**src/rtl/mef_rega_zonas_pkg.sv**
```systemverilog
// Shared types and constants for the multi-zone fertigation sequencer.
package mef_rega_pkg;

  typedef enum logic [2:0] {
    ST_IDLE     = 3'd0,
    ST_FILL     = 3'd1,
    ST_MIX      = 3'd2,
    ST_IRRIGATE = 3'd3,
    ST_FLUSH    = 3'd4,
    ST_FAULT    = 3'd5
  } state_t;

  localparam int MAX_ZONES        = 8;
  localparam int DEF_ZONES        = 4;
  localparam int DEF_TWIDTH       = 8;
  localparam int DEF_T_MIX        = 10;
  localparam int DEF_T_FLUSH      = 5;
  localparam int DEF_FILL_TIMEOUT = 200;

  // Wide enough for the largest supported zone count; callers slice it down.
  function automatic logic [MAX_ZONES-1:0] onehot(input logic [2:0] idx);
    logic [MAX_ZONES-1:0] v;
    v      = '0;
    v[idx] = 1'b1;
    return v;
  endfunction

endpackage

```
**src/rtl/mef_rega_zonas_if.sv**
```systemverilog
// Signal bundle between request/sensor logic, the sequencer and the valve drivers.
interface mef_rega_zonas_if #(
  parameter int ZONES  = 4,
  parameter int TWIDTH = 8
);
  import mef_rega_pkg::*;

  // No valid/ready handshake: every input is a level sampled on each clk edge,
  // except tick, a one-clk strobe that advances all timers by one unit.
  logic              tick;
  logic [ZONES-1:0]  zone_req;
  logic              Adub;
  logic              Nv1;
  logic              Nv0;
  logic [TWIDTH-1:0] t_irr;

  logic              Ve;
  logic              Mist;
  logic              Limp;
  logic [ZONES-1:0]  zone_en;
  logic              busy;
  logic              fault;
  state_t            state;

  modport master (
    output tick, zone_req, Adub, Nv1, Nv0, t_irr,
    input  Ve, Mist, Limp, zone_en, busy, fault, state
  );

  modport slave (
    input  tick, zone_req, Adub, Nv1, Nv0, t_irr,
    output Ve, Mist, Limp, zone_en, busy, fault, state
  );

endinterface

```
**src/rtl/mef_rega_zonas_rr_arbiter.sv**
```systemverilog
// Round-robin zone picker: first pending request strictly after ptr, wrapping.
module rr_arbiter_zonas #(
  parameter  int ZONES = 4,
  localparam int ZW    = (ZONES > 1) ? $clog2(ZONES) : 1
) (
  input  logic [ZONES-1:0] req,
  input  logic [ZW-1:0]    ptr,
  output logic [ZW-1:0]    grant,
  output logic             any_req
);

  always_comb begin
    logic [ZW-1:0] idx;
    idx     = '0;
    grant   = '0;
    any_req = 1'b0;
    for (int i = 1; i <= ZONES; i++) begin
      idx = ZW'((int'(ptr) + i) % ZONES);
      if (!any_req && req[idx]) begin
        any_req = 1'b1;
        grant   = idx;
      end
    end
  end

endmodule

```
**src/rtl/mef_rega_zonas.sv**
```systemverilog
// Multi-zone irrigation sequencer: tank refill, optional fertiliser mix,
// timed zone irrigation and post-fertigation line flush, in timebase ticks.
module mef_rega_zonas
  import mef_rega_pkg::*;
#(
  parameter int ZONES        = DEF_ZONES,
  parameter int TWIDTH       = DEF_TWIDTH,
  parameter int T_MIX        = DEF_T_MIX,
  parameter int T_FLUSH      = DEF_T_FLUSH,
  parameter int FILL_TIMEOUT = DEF_FILL_TIMEOUT
) (
  input  logic      clk,
  input  logic      reset,
  mef_rega_zonas_if.slave bus
);

  localparam int ZW = (ZONES > 1) ? $clog2(ZONES) : 1;
  localparam int FW = $clog2(FILL_TIMEOUT + 1);

  state_t            state, state_nxt;
  logic [ZW-1:0]     zone, zone_nxt;
  logic [ZW-1:0]     ptr, ptr_nxt;
  logic [ZW-1:0]     grant;
  logic              any_req;
  logic              fert, fert_nxt, fert_sel;
  logic              pend, pend_nxt;
  logic [TWIDTH-1:0] timer, timer_nxt, t_load;
  logic [FW-1:0]     fill_cnt, fill_nxt;
  logic              expire;
  logic [MAX_ZONES-1:0] zone_oh;

  rr_arbiter_zonas #(.ZONES(ZONES)) u_arb (
    .req     (bus.zone_req),
    .ptr     (ptr),
    .grant   (grant),
    .any_req (any_req)
  );

  always_ff @(posedge clk or negedge reset) begin
    if (!reset) begin
      state    <= ST_IDLE;
      zone     <= '0;
      ptr      <= ZW'(ZONES - 1);
      fert     <= 1'b0;
      pend     <= 1'b0;
      timer    <= '0;
      fill_cnt <= '0;
    end else begin
      state    <= state_nxt;
      zone     <= zone_nxt;
      ptr      <= ptr_nxt;
      fert     <= fert_nxt;
      pend     <= pend_nxt;
      timer    <= timer_nxt;
      fill_cnt <= fill_nxt;
    end
  end

  // pend marks a zone whose MIX/IRRIGATE was cut short by low water; it is
  // re-served with its latched fert flag even if the request has dropped.
  always_comb begin
    state_nxt = state;
    zone_nxt  = zone;
    ptr_nxt   = ptr;
    fert_nxt  = fert;
    pend_nxt  = pend;
    timer_nxt = timer;
    fill_nxt  = '0;
    t_load    = (bus.t_irr == '0) ? TWIDTH'(1) : bus.t_irr;
    fert_sel  = pend ? fert : bus.Adub;
    expire    = bus.tick && (timer == TWIDTH'(1));

    if (bus.Nv1 && !bus.Nv0) begin
      state_nxt = ST_FAULT;
    end else begin
      case (state)
        ST_IDLE: begin
          if (pend || any_req) begin
            if (!bus.Nv0) begin
              state_nxt = ST_FILL;
            end else begin
              if (!pend) zone_nxt = grant;
              fert_nxt = fert_sel;
              pend_nxt = 1'b0;
              if (fert_sel) begin
                state_nxt = ST_MIX;
                timer_nxt = TWIDTH'(T_MIX);
              end else begin
                state_nxt = ST_IRRIGATE;
                timer_nxt = t_load;
              end
            end
          end
        end
        ST_FILL: begin
          fill_nxt = fill_cnt;
          if (bus.Nv1) begin
            state_nxt = ST_IDLE;
          end else if (bus.tick) begin
            if (fill_cnt == FW'(FILL_TIMEOUT - 1)) state_nxt = ST_FAULT;
            else fill_nxt = fill_cnt + FW'(1);
          end
        end
        ST_MIX: begin
          if (expire) begin
            state_nxt = ST_IRRIGATE;
            timer_nxt = t_load;
          end else if (!bus.Nv0) begin
            state_nxt = ST_FILL;
            pend_nxt  = 1'b1;
          end else if (bus.tick) begin
            timer_nxt = timer - TWIDTH'(1);
          end
        end
        ST_IRRIGATE: begin
          if (expire) begin
            if (fert) begin
              state_nxt = ST_FLUSH;
              timer_nxt = TWIDTH'(T_FLUSH);
            end else begin
              state_nxt = ST_IDLE;
              ptr_nxt   = zone;
            end
          end else if (!bus.Nv0) begin
            state_nxt = ST_FILL;
            pend_nxt  = 1'b1;
          end else if (bus.tick) begin
            timer_nxt = timer - TWIDTH'(1);
          end
        end
        ST_FLUSH: begin
          if (expire) begin
            state_nxt = ST_IDLE;
            ptr_nxt   = zone;
            fert_nxt  = 1'b0;
          end else if (bus.tick) begin
            timer_nxt = timer - TWIDTH'(1);
          end
        end
        ST_FAULT: begin
        end
        default: state_nxt = ST_FAULT;
      endcase
    end
  end

  assign zone_oh     = onehot(3'(zone));
  assign bus.Ve      = (state == ST_FILL);
  assign bus.Mist    = (state == ST_MIX);
  assign bus.Limp    = (state == ST_FLUSH);
  assign bus.zone_en = (state == ST_IRRIGATE || state == ST_FLUSH) ? zone_oh[ZONES-1:0] : '0;
  assign bus.busy    = (state != ST_IDLE);
  assign bus.fault   = (state == ST_FAULT);
  assign bus.state   = state;

endmodule

```
**src/flat_wrapper.sv**
```systemverilog
// flat-port wrapper written by rule: the top's interface ports become plain ports
module mef_rega_zonas_flat import mef_rega_pkg::*;
#(
  parameter int ZONES        = DEF_ZONES,
  parameter int TWIDTH       = DEF_TWIDTH,
  parameter int T_MIX        = DEF_T_MIX,
  parameter int T_FLUSH      = DEF_T_FLUSH,
  parameter int FILL_TIMEOUT = DEF_FILL_TIMEOUT
)
  (clk, reset, bus_tick, bus_zone_req, bus_Adub, bus_Nv1, bus_Nv0, bus_t_irr, bus_Ve, bus_Mist, bus_Limp, bus_zone_en, bus_busy, bus_fault, bus_state);
  mef_rega_zonas_if #(.ZONES(ZONES), .TWIDTH(TWIDTH)) bus_i ();
  input  logic clk;
  input  logic reset;
  input wire logic [$bits(bus_i.tick)-1:0] bus_tick;
  input wire logic [$bits(bus_i.zone_req)-1:0] bus_zone_req;
  input wire logic [$bits(bus_i.Adub)-1:0] bus_Adub;
  input wire logic [$bits(bus_i.Nv1)-1:0] bus_Nv1;
  input wire logic [$bits(bus_i.Nv0)-1:0] bus_Nv0;
  input wire logic [$bits(bus_i.t_irr)-1:0] bus_t_irr;
  output wire logic [$bits(bus_i.Ve)-1:0] bus_Ve;
  output wire logic [$bits(bus_i.Mist)-1:0] bus_Mist;
  output wire logic [$bits(bus_i.Limp)-1:0] bus_Limp;
  output wire logic [$bits(bus_i.zone_en)-1:0] bus_zone_en;
  output wire logic [$bits(bus_i.busy)-1:0] bus_busy;
  output wire logic [$bits(bus_i.fault)-1:0] bus_fault;
  output wire logic [$bits(bus_i.state)-1:0] bus_state;
  assign bus_i.tick = bus_tick;
  assign bus_i.zone_req = bus_zone_req;
  assign bus_i.Adub = bus_Adub;
  assign bus_i.Nv1 = bus_Nv1;
  assign bus_i.Nv0 = bus_Nv0;
  assign bus_i.t_irr = bus_t_irr;
  assign bus_Ve = bus_i.Ve;
  assign bus_Mist = bus_i.Mist;
  assign bus_Limp = bus_i.Limp;
  assign bus_zone_en = bus_i.zone_en;
  assign bus_busy = bus_i.busy;
  assign bus_fault = bus_i.fault;
  assign bus_state = bus_i.state;
  mef_rega_zonas #(.ZONES(ZONES), .TWIDTH(TWIDTH), .T_MIX(T_MIX), .T_FLUSH(T_FLUSH), .FILL_TIMEOUT(FILL_TIMEOUT)) u_core (.clk(clk), .reset(reset), .bus(bus_i));
endmodule
```
**config.mk**
```make
export PLATFORM = sky130hd
export DESIGN_NAME = mef_rega_zonas_flat
export DESIGN_NICKNAME = d
export VERILOG_FILES = /design/src/rtl/mef_rega_zonas_pkg.sv /design/src/rtl/mef_rega_zonas_if.sv /design/src/rtl/mef_rega_zonas_rr_arbiter.sv /design/src/rtl/mef_rega_zonas.sv /design/src/flat_wrapper.sv
export SDC_FILE = /design/constraint.sdc
export NUM_CORES = 1
export LEC_CHECK = 0
export CELL_PAD_IN_SITES_DETAIL_PLACEMENT = 1
export CELL_PAD_IN_SITES_GLOBAL_PLACEMENT = 1
export CORE_MARGIN = 1
export CORE_UTILIZATION = 40
export DETAILED_ROUTE_END_ITERATION = 8
export PLACE_DENSITY_LB_ADDON = 0.3
export SLEW_MARGIN = 30
export SYNTH_ARGS = -nofsm -noshare
export SYNTH_HDL_FRONTEND = slang
export SYNTH_SLANG_ARGS = --single-unit
export TNS_END_PERCENT = 100
```
**constraint.sdc**
```tcl
create_clock -name clk -period 2.7 [get_ports clk]
set_input_delay 0.405 -clock clk [delete_from_list [all_inputs] [get_ports clk]]
set_output_delay 0.405 -clock clk [all_outputs]
set_load 0.02 [all_outputs]
```
Word level (Yosys, flattened, before mapping). Cells that the tools add are included. W data, S select, Z words.

Add/subtract/negate cells: 6. Reduce and logical (&&, ||, !) cells: 27. Eq/ne operators: 24. $lt $le $gt $ge: 6. Shifts and indexed selects: 0. Div/mod/pow operators: 0. Bitwise logic cells: 2. $mul: 0. Muxes and demuxes: 62.

Operators with widths (number): $mux W8 (15); $mux W3 (11); $pmux W8 S4 (1); $reduce_and A5 Y1 (4); $mux W1 (18); $pmux W3 S6 (1); $mux W2 (7); $lt A2 B3 Y1 const B (4); $ne A3 B2 Y1 const B (4); $reduce_and A6 Y1 (2); $ne A2 B2 Y1 const B (5); $add A8 B1 Y8 const B (1); $bmux W1 S2 (4); $eq A8 B1 Y1 const B (1); $eq A8 B8 Y1 const B (1); $logic_not A8 Y1 (1); $ne A2 B1 Y1 const B (4); $sub A8 B1 Y8 const B (1); $eq A3 B2 Y1 const B (2); $eq A3 B3 Y1 const B (2); $logic_and A1 B1 Y1 (6); $ne A3 B1 Y1 const B (2); $reduce_bool A2 Y1 (3); $add A2 B1 Y2 const B (2); 18 further kinds (25).

Register bits: 25. Memories: 0. Memory bits (read-only): 0. RAM bits: 0. Word-level logic and storage cells: 134. Latch bits: 0. Output and inout port bits: 12.

Longest topological paths before layout. Gate-level depths: netlist of the first run.

Word-level depth: 17. Mapped depth: 8. Depth with buffers taken out: 7.

By module. From an unflattened synthesis of the first run, not the netlist that was laid out.

Cells, all modules: 240. Area, all modules: 1953.1 um^2.

By module, submodules not included: mef_rega_zonas (seq. area each 628.1 um^2, area each 1861.8 um^2, times used 1, cells an instance 226); rr_arbiter_zonas (seq. area each 0.0 um^2, area each 91.3 um^2, times used 1, cells an instance 14).

Least setup slack after synthesis of the first run. No wires, ideal clock.

Path kind: reg-to-reg. Start point: reg u_core.state[0] (netlist: u_core.bus.state[0]). End point: reg u_core.timer[4]. Path buffers: 3. Arrival time: 2.007 ns. Stages on the path, launching flop included: 9. Clock period less this slack: 2.135 ns. Data required time: 2.572 ns. Path slack: 0.565 ns. Library setup time: 0.128 ns. Path through: dfrtp_1 > buf_6 > or3_1 > clkbuf_1 > o31ai_1 > a222oi_1 > buf_6 > o21ai_2 > o2bb2ai_1.

Longest elaborated chain between the ends: 3.

Ends and longest elaborated chain: from (decl) (line mef_rega_zonas.sv:20) `state_t state, state_nxt;`; from (signal assigned) (line mef_rega_zonas.sv:49) `state <= state_nxt;`; $eq A3 B2 Y1, or another cell as far along (line mef_rega_zonas.sv:76) `case (state)`; $ne A3 B2 Y1 (no line), or another cell as far along; $reduce_and A6 Y1 (no line); to (signal assigned) (line mef_rega_zonas.sv:54) `timer <= timer_nxt;`; to (decl) (line mef_rega_zonas.sv:27) `logic [TWIDTH-1:0] timer, timer_nxt, t_load;`.

Parallel ways exist; a longest one is shown, timed or not. A chain may end at the register's enable or synchronous reset.

Final worst setup path of the first run.
Start point: reg u_core.state[1] (netlist: u_core.bus.state[1]). End point: out bus_Mist.

Longest elaborated chain between the ends: 1.

Ends and longest elaborated chain: $eq A3 B2 Y1 (line mef_rega_zonas.sv:149) `assign bus.Mist = (state == ST_MIX);`; to (decl) (line flat_wrapper.sv:21) `output wire logic [$bits(bus_i.Mist)-1:0] bus_Mist;`.

Every way passes these cells.

==> impl_metrics.json, run 1 <==
{
  "crit_slowest_cell": "clkdlybuf4s50_1",
  "arrival_ps": 2050,
  "fillers": 604,
  "cpPeakStageDelay_ps": 600,
  "clock_latency_ps": 280,
  "die_y_um": 74.23,
  "grt_pass1_wl_mm": 10.32,
  "io_pins": 30,
  "finalCriticalPeriod_ps": 2460,
  "antenna_left": 0,
  "min_period_over_period": 0.9110,
  "ys_seq_area_frac": 0.3010,
  "fin_area_um2": 2487,
  "post-route-drc-count": 0,
  "grt_usage": 0.2457,
  "setup_viol": 0,
  "fin_tns_setup_ps": 0,
  "max_freq_ghz": 0.4066,
  "core_area_um2": 4880,
  "reg2reg_depth": 5,
  "p_per_area_nw_per_um2": 760.2,
  "tightest_slew_ps": 745.7,
  "syn_avg_cell_area_um2": 8.553,
  "cap_viol_max_count": 0,
  "cp.required_ps": 2300,
  "start_kind": "flip-flop",
  "top_usage_layer": "met2",
  "ys_async_sr_fraction": 1.000,
  "yosysWarningCount": 0,
  "numCtsBuffers": 3,
  "ys.flop_type": "dfrtp_1",
  "syn_area_um2": 2087,
  "ctsHoldBuffers": 0,
  "die_w_um": 74.23,
  "pre_cts_slack_ps": 172.1,
  "grt_max_degree": 26,
  "critPathKind": "flip-flop to output pin",
  "cts_tree": "built",
  "grtUsageMet2": 0.4051,
  "slew_violations": 0,
  "critPathTopFamily": "buffers and inverters",
  "crit_fanout": 12,
  "dieArea_um2": 5510,
  "r2r_end": "u_core.timer[7]",
  "num_vias": 2034,
  "hold_violations": 0,
  "cts_buffer_depth": 2,
  "crit_buf_inv": 2,
  "leakage_uw": 0.0009992,
  "slew_headroom": 0.4983,
  "hold_class": "input port to async pin",
  "antenna_found_initial": 0,
  "drt-vias-per-instance": 5.930,
  "wl_mm": 6.223,
  "first_iter_violations": 212,
  "overflow": 0,
  "synthCells": 244,
  "fin_worst_skew_ps": 7.232,
  "drive_above_1_share": 0.1486,
  "grt_use_met1": 0.3372,
  "fin_nets": 298,
  "ys_seq_elements": 25,
  "dr.pass1.iters": 4,
  "grt_setup_unrepaired": "false",
  "ir_drop_uv": 382.3,
  "crit_chain": "nor2b_1, nand2b_1, inv_1, clkdlybuf4s50_1",
  "row_count": 25,
  "synthTopCellsByCount": "23 x dfrtp_1, 23 x nor2_1, 19 x nand2_1, 16 x a21oi_1, 14 x inv_1",
  "synth_area_leaders": "dfrtp_1 28%, nor2_1 4.1%, a21oi_1 3.8%",
  "syn_nets": 265,
  "clk_pin_slew_ps": 100,
  "met3_usage": 0.03794,
  "gp_congestion": 0.8960,
  "root_buffer": "clkbuf_8",
  "synth_top_area_frac": 0.2758,
  "synth.distinct_cells": 63,
  "diodes": 0,
  "synth-edff-count": 0,
  "worst_slack_ps": 240.4,
  "htree_num_levels": 1,
  "reg2reg_slack_ps": 340,
  "grt_pass1_vias": 2086,
  "dpl-instance-area_um2": 2434,
  "cts_num_sinks": 25,
  "hpwlAfterDp_mm": 4.718,
  "areaGrowthSynthToFinish_pct": 19.18,
  "setup.worst_path.end_class": "output pin",
  "portBuffers": 29,
  "synth_top_cell_by_area": "dfrtp_1",
  "start_util": 0.4277,
  "reg2reg_from": "u_core.timer[3]",
  "status": "finished clean",
  "drt-wirelength-per-cell_um": 18.14
}
-- final cells by class --
type | instances | area (um2) | area share
clock buffer | 3 | 41.29 | 0.01660
clock inverter | 1 | 7.507 | 0.003018
inverter | 14 | 52.55 | 0.02113
multi-input combinational | 191 | 1284 | 0.5161
sequential | 25 | 630.6 | 0.2535
tap | 67 | 83.83 | 0.03370
timing repair buffer | 42 | 387.9 | 0.1559
-- worst reg2reg max path, delay by kind of cell (launching register included) --
| kind | cells | cell delay [ps] |
|---|---|---|
| DFF | 1 | 520 |
| and+or+nand+nor | 2 | 990 |
| AOI/OAI and AO/OA | 3 | 790 |
-- how the worst max path moves through the flow --
stage	cells after the start	slack (ps)	endpoint	start
2_1_floorplan	8	570	u_core.timer[4]	u_core.bus.state[0]
3_3_place_gp	6	240	u_core.timer[7]	bus_tick
3_5_place_dp	6	170	u_core.timer[5]	bus_tick
4_1_cts	4	130	bus_zone_en[0]	u_core.bus.state[1]
5_1_grt	6	40	bus_zone_en[1]	u_core.bus.state[1]
6_report	4	240	bus_Mist	u_core.bus.state[1]
-- per-stage QoR --
step / utilization / hold WS, ps / cells / total power [uW]
after CTS: 0.5087 / 505.7 / 343 / 1892
final: 0.5097 / 485.3 / 343 / 1891
after detailed placement: 0.4987 / 533.5 / 339 / 1646
after global routing: 0.5097 / 528.2 / 343 / 2028
after floorplan: - / 109.4 / 244 / 1335
after global placement: 0.4987 / 521.0 / 339 / 1615
-- registers in the layout, indices dropped and copies added, names as in the netlist --
signal,cells
u_core.ptr,2
u_core.fill_cnt,8
u_core.zone,2
u_core.pend,1
u_core.bus.state,3
u_core.timer,8
u_core.fert,1
-- repair_timing --
| item | CTS | global route |
|---|---|---|
| endpoints found under the setup margin | 0 | 4 |
| setup buffers | 0 | 0 |
| gates resized for setup | 0 | 3 |
| hold endpoints to repair | 0 | 0 |
-- metal layers --
layer  wire, um  vias up
li1           -      976
met1       2893      991
met2       2966       61
met3        308        6
met4         55        0
met5          0        -
-- power by group --
part | internal [uW] | total, uW | switching (uW)
logic | 455 | 1010 | 554
clock network | 105 | 242 | 137
registers | 471 | 641 | 169
-- kinds of logic after synthesis --
| family | Yosys count | share of synthesized area |
|---|---|---|
| AND/OR/NAND/NOR | 97 | 0.2500 |
| AO/OA/AOI/OAI | 75 | 0.2728 |
| buffers and inverters | 28 | 0.08513 |
| flip-flops | 25 | 0.3010 |
| XOR/XNOR | 10 | 0.04196 |
| multiplexers | 6 | 0.03117 |
| adder cells (fa/ha/maj) | 3 | 0.01799 |
-- cells in the final DEF (no fill, tap or decap), types with 3 or more instances in the layout --
cell	Yosys	layout
a211oi_1	3	3
a21oi_1	16	16
a222oi_1	3	3
a31oi_1	4	4
and3_1	4	4
buf_4	0	13
clkbuf_8	2	3
clkdlybuf4s50_1	0	29
dfrtp_1	23	21
ha_1	3	3
inv_1	14	14
mux2_2	3	3
nand2_1	19	19
nand2b_1	5	5
nand3_1	9	9
nor2_1	23	22
nor3_1	8	8
nor4_1	6	6
o211ai_1	3	3
o21ai_0	10	10
o21ai_2	4	4
o2bb2ai_1	5	5
o31ai_1	6	6
or3_1	5	5
xnor2_1	4	4
xor2_1	6	6
Power figures use the tool's default switching activity.
==> run 2: changes to the inputs <==
- CORE_ASPECT_RATIO: default -> 1.5
- SLEW_MARGIN: 30 -> 20
==> impl_metrics.json, run 2 (synthesized netlist as in run 1, its figures left out) <==
{
  "cts_buffer_depth": 2,
  "dpl.cell_count": 339,
  "areaGrowthSynthToFinish_pct": 19.18,
  "gp_congestion": 0.8704,
  "ir_drop_uv": 467.3,
  "grt_setup_unrepaired": "false",
  "clock_latency_ps": 270,
  "grt_pass1_vias": 2244,
  "crit_chain": "inv_1, nand3_1, a211oi_1, clkdlybuf4s50_1",
  "regArea_um2": 629.4,
  "hold_violations": 0,
  "antenna_found_initial": 0,
  "io_pins": 30,
  "drive_above_1_share": 0.1444,
  "numCtsBuffers": 3,
  "wl_mm": 6.200,
  "slew_violations": 0,
  "status": "finished clean",
  "min_period_over_period": 0.9194,
  "portBuffers": 29,
  "crit_fanout": 14,
  "fillers": 625,
  "dieArea_um2": 5516,
  "layout_commonest_cell": "clkdlybuf4s50_1",
  "num_vias": 2047,
  "cp.required_ps": 2300,
  "diodes": 0,
  "grt_max_degree": 26,
  "layout.cells.non_filler": 343,
  "fin_nets": 299,
  "grt_pass1_wl_mm": 10.27,
  "hpwlAfterDp_mm": 4.743,
  "grt_usage": 0.2450,
  "largestRegisters": "u_core.fill_cnt (8), u_core.timer (8), u_core.bus.state (3)",
  "slew_headroom": 0.5345,
  "htree_num_levels": 1,
  "clk_pin_slew_ps": 90,
  "arrival_ps": 2080,
  "leakage_uw": 0.001007,
  "setup_viol": 0,
  "cts_num_sinks": 25,
  "start_kind": "flip-flop",
  "cts_tree": "built",
  "drt-vias-per-instance": 5.968,
  "ctsHoldBuffers": 0,
  "dr.pass1.iters": 4,
  "start_util": 0.4237,
  "drt-wirelength-per-cell_um": 18.08,
  "antenna_left": 0,
  "cpPeakStageDelay_ps": 640,
  "cap_viol_max_count": 0,
  "core_area_um2": 4926,
  "finalCriticalPeriod_ps": 2482,
  "fin_worst_skew_ps": 5.934,
  "p_per_area_nw_per_um2": 749.3,
  "fin_tns_setup_ps": 0,
  "overflow": 0,
  "hold_class": "input port to async pin",
  "max_freq_ghz": 0.4029,
  "multi_input_area_um2": 1281,
  "post-route-drc-count": 0,
  "die_y_um": 90.47,
  "post_cts_buffers": 0,
  "root_buffer": "clkbuf_8",
  "tightest_slew_ps": 691.8,
  "setup.worst_path.end_class": "output pin",
  "die_w_um": 60.98,
  "first_iter_violations": 74,
  "crit_slowest_cell": "clkdlybuf4s50_1",
  "critPathKind": "flip-flop to output pin",
  "row_count": 31,
  "final_cell_mix": "29 x clkdlybuf4s50_1, 23 x nor2_1, 22 x dfrtp_1"
}
[run 2: critical path, delay by kind of cell (launching register included)]
family | cells | cell delay, ps
flops | 1 | 560
buf+inv | 2 | 810
compound gates | 1 | 290
simple gates | 1 | 150
[run 2: stage by stage]
step	utilization	setup slack [ps]	cell area [um2]	total power [uW]	hold WS [ps]
after floorplan	-	565.1	2087	1335	109.4
after global placement	0.4953	275.6	2440	1618	523.4
after detailed placement	0.4953	191.8	2440	1642	540.4
after CTS	0.5047	142.8	2486	1879	515.7
after global routing	0.5050	12.47	2487	2000	515.9
final	0.5050	217.7	2487	1864	498.2
[run 2: cell type report]
| cell class | count | share of cell area |
|---|---|---|
| clock inverter | 1 | 0.002012 |
| sequential | 25 | 0.2530 |
| tap | 66 | 0.03320 |
| inverter | 14 | 0.02113 |
| clock buffer | 3 | 0.01660 |
| multi-input combinational | 191 | 0.5151 |
| timing repair buffer | 43 | 0.1590 |
[run 2: worst paths after layout]
check,start,to,slack [ps],depth (start not counted)
max in group asynchronous,reset,u_core.ptr[0],1890,2
worst min register to register,u_core.fill_cnt[1],u_core.fill_cnt[1],560,2
worst max-delay path,u_core.bus.state[2],bus_zone_en[0],220,4
worst max register to register,u_core.timer[3],u_core.timer[7],440,5
worst min-delay path,reset,u_core.timer[2],500,2
min in group clk,u_core.fill_cnt[1],u_core.fill_cnt[1],560,2
[run 2: power by group]
part / switching [uW] / internal [uW]
sequential: 166 / 470
combinational: 542 / 455
clock: 127 / 103
[run 2: layer usage]
metal	GRT usage	up-vias	part of all wire	wire length (um)
met4	0.08144	0	0.017	104
met3	0.03438	8	0.030	186
met2	0.4460	43	0.54	3349
li1	-	979	-	-
met1	0.2775	1017	0.41	2560
met5	0	-	0	0
[run 2: what timing repair did]
item / CTS / global route
gates resized for setup: 0 / 1
hold endpoints to repair: 0 / 0
setup endpoints to repair: 0 / 3
==> run 3: changes to the inputs <==
- SYNTH_HIERARCHICAL: default -> 1
==> impl_metrics.json, run 3 <==
{
  "reg2reg_from": "u_core/timer[1]",
  "setup_viol": 0,
  "setup.worst_path.end_class": "output pin",
  "leakage_uw": 0.001046,
  "ir_drop_uv": 499.0,
  "diodes": 0,
  "syn_area_um2": 1953,
  "crit_fanout": 15,
  "fin_worst_skew_ps": 8.819,
  "drt-vias-per-instance": 5.994,
  "die_w_um": 59.06,
  "areaGrowthSynthToFinish_pct": 25.18,
  "fin_nets": 301,
  "ys_async_sr_fraction": 1.000,
  "ys.flop_type": "dfrtp_1",
  "first_iter_violations": 81,
  "grt_setup_unrepaired": "false",
  "max_freq_ghz": 0.3900,
  "finalCriticalPeriod_ps": 2564,
  "ys_seq_area_frac": 0.3216,
  "synth_most_common_cell": "nand2_1",
  "cap_viol_max_count": 0,
  "cts_tree": "built",
  "synth.distinct_cells": 64,
  "row_count": 30,
  "total_power_uw": 2281,
  "synthTopCellsByCount": "31 x nand2_1, 27 x nor2_1, 23 x dfrtp_1, 14 x inv_1, 13 x a21oi_1",
  "gp_congestion": 0.8636,
  "synth_top_cell_by_area": "dfrtp_1",
  "start_kind": "flip-flop",
  "post_cts_buffers": 0,
  "htree_num_levels": 1,
  "num_vias": 2056,
  "hold_class": "input port to async pin",
  "p_per_area_nw_per_um2": 932.9,
  "clk_pin_slew_ps": 100,
  "slew_headroom": 0.6579,
  "ctsHoldBuffers": 0,
  "ys_seq_elements": 25,
  "die_y_um": 87.58,
  "hold_violations": 0,
  "startpoint": "u_core/bus.state[0]",
  "dpl.cell_count": 339,
  "synth_area_leaders": "dfrtp_1 29%, nand2_1 6.0%, nor2_1 5.2%",
  "root_buffer": "clkbuf_8",
  "grt_pass1_vias": 2046,
  "wl_mm": 6.080,
  "antenna_found_initial": 0,
  "synthCells": 240,
  "largestRegisters": "u_core/fill_cnt (8), u_core/timer (8), u_core/bus.state (3)",
  "min_period_over_period": 0.9497,
  "arrival_ps": 2160,
  "final_cell_mix": "31 x nand2_1, 28 x clkdlybuf4s50_1, 27 x nor2_1",
  "start_util": 0.4230,
  "crit_end": "bus_Ve",
  "slew_violations": 0,
  "cts_num_sinks": 25,
  "syn_nets": 261,
  "cp.required_ps": 2300,
  "cts_resized": 0,
  "grt_usage": 0.2504,
  "io_pins": 30,
  "syn_avg_cell_area_um2": 8.138,
  "fin_tns_setup_ps": 0,
  "numCtsBuffers": 3,
  "critPathKind": "flip-flop to output pin",
  "status": "finished clean",
  "post-route-drc-count": 0,
  "synth-edff-count": 0,
  "yosysWarningCount": 6,
  "cts_buffer_depth": 2,
  "grt_max_degree": 26,
  "reg2reg_depth": 7,
  "whs_ps": 486.3,
  "core_area_um2": 4617,
  "drive_above_1_share": 0.1505,
  "reg2reg_slack_ps": 530,
  "r2r_end": "u_core/timer[5]",
  "tightest_slew_ps": 508.5,
  "synth_top_area_frac": 0.2947,
  "layout_commonest_cell": "nand2_1",
  "hpwlAfterDp_mm": 4.571,
  "dieArea_um2": 5172,
  "dr.pass1.iters": 4,
  "layout.cells.non_filler": 343,
  "drt-wirelength-per-cell_um": 17.73,
  "fin_area_um2": 2445,
  "overflow": 0,
  "dpl-instance-area_um2": 2394,
  "grt_pass1_wl_mm": 9.735,
  "antenna_left": 0,
  "clock_latency_ps": 280,
  "portBuffers": 29
}
==> run 3: cells by family after synthesis <==
logic type / synth area share
mux: 0.02691
simple gates: 0.2761
flops: 0.3216
fa+ha+maj: 0.01922
xor+xnor: 0.04485
compound gates: 0.2627
buf+inv: 0.04868
==> run 3: worst min-delay path by stage <==
stage                          end  slack, ps  depth (start not counted)
3_3_place_gp    u_core/fill_cnt[7]        520                          2
2_1_floorplan  u_core/bus.state[0]        110                          0
3_5_place_dp    u_core/fill_cnt[7]        540                          2
5_1_grt         u_core/fill_cnt[3]        530                          2
6_report        u_core/fill_cnt[7]        490                          2
4_1_cts         u_core/fill_cnt[7]        500                          2
==> run 3: critical path, stage by stage (launching register included) <==
cell and delay [ps]:
dfrtp_1 350, buf_4 210, inv_1 150, or3_1 420, inv_1 130, clkdlybuf4s50_1 610
==> run 3: report_power, final <==
part / internal (uW) / switching (uW) / total (uW)
logic: 602 / 803 / 1410
clock network: 105 / 130 / 235
registers: 487 / 153 / 640
==> run 3: layout make-up <==
cell class	instances	area [um2]
clock buffers	3	41.29
flip-flops and latches	25	628.1
clock inverters	1	7.507
multi-input cells	192	1230
inverters	14	52.55
well taps	64	80.08
repair buffers	44	405.4
fillers	583	2172
==> run 3: metal layers <==
layer | track usage | wire length, um | part of all wire | up-vias
met2 | 0.4483 | 3118 | 0.51 | 68
met3 | 0.01773 | 236 | 0.039 | 22
met1 | 0.2911 | 2471 | 0.41 | 1001
li1 | - | - | - | 965
met4 | 0.1342 | 253 | 0.042 | 0
met5 | 0 | 0 | 0 | -
==> run 3: stage by stage <==
step / utilization / setup WS (ps)
after floorplan: - / 382.8
after global placement: 0.5184 / 217.4
after detailed placement: 0.5184 / 189.0
after CTS: 0.5290 / 84.56
after global routing: 0.5295 / 26.00
final: 0.5295 / 135.8
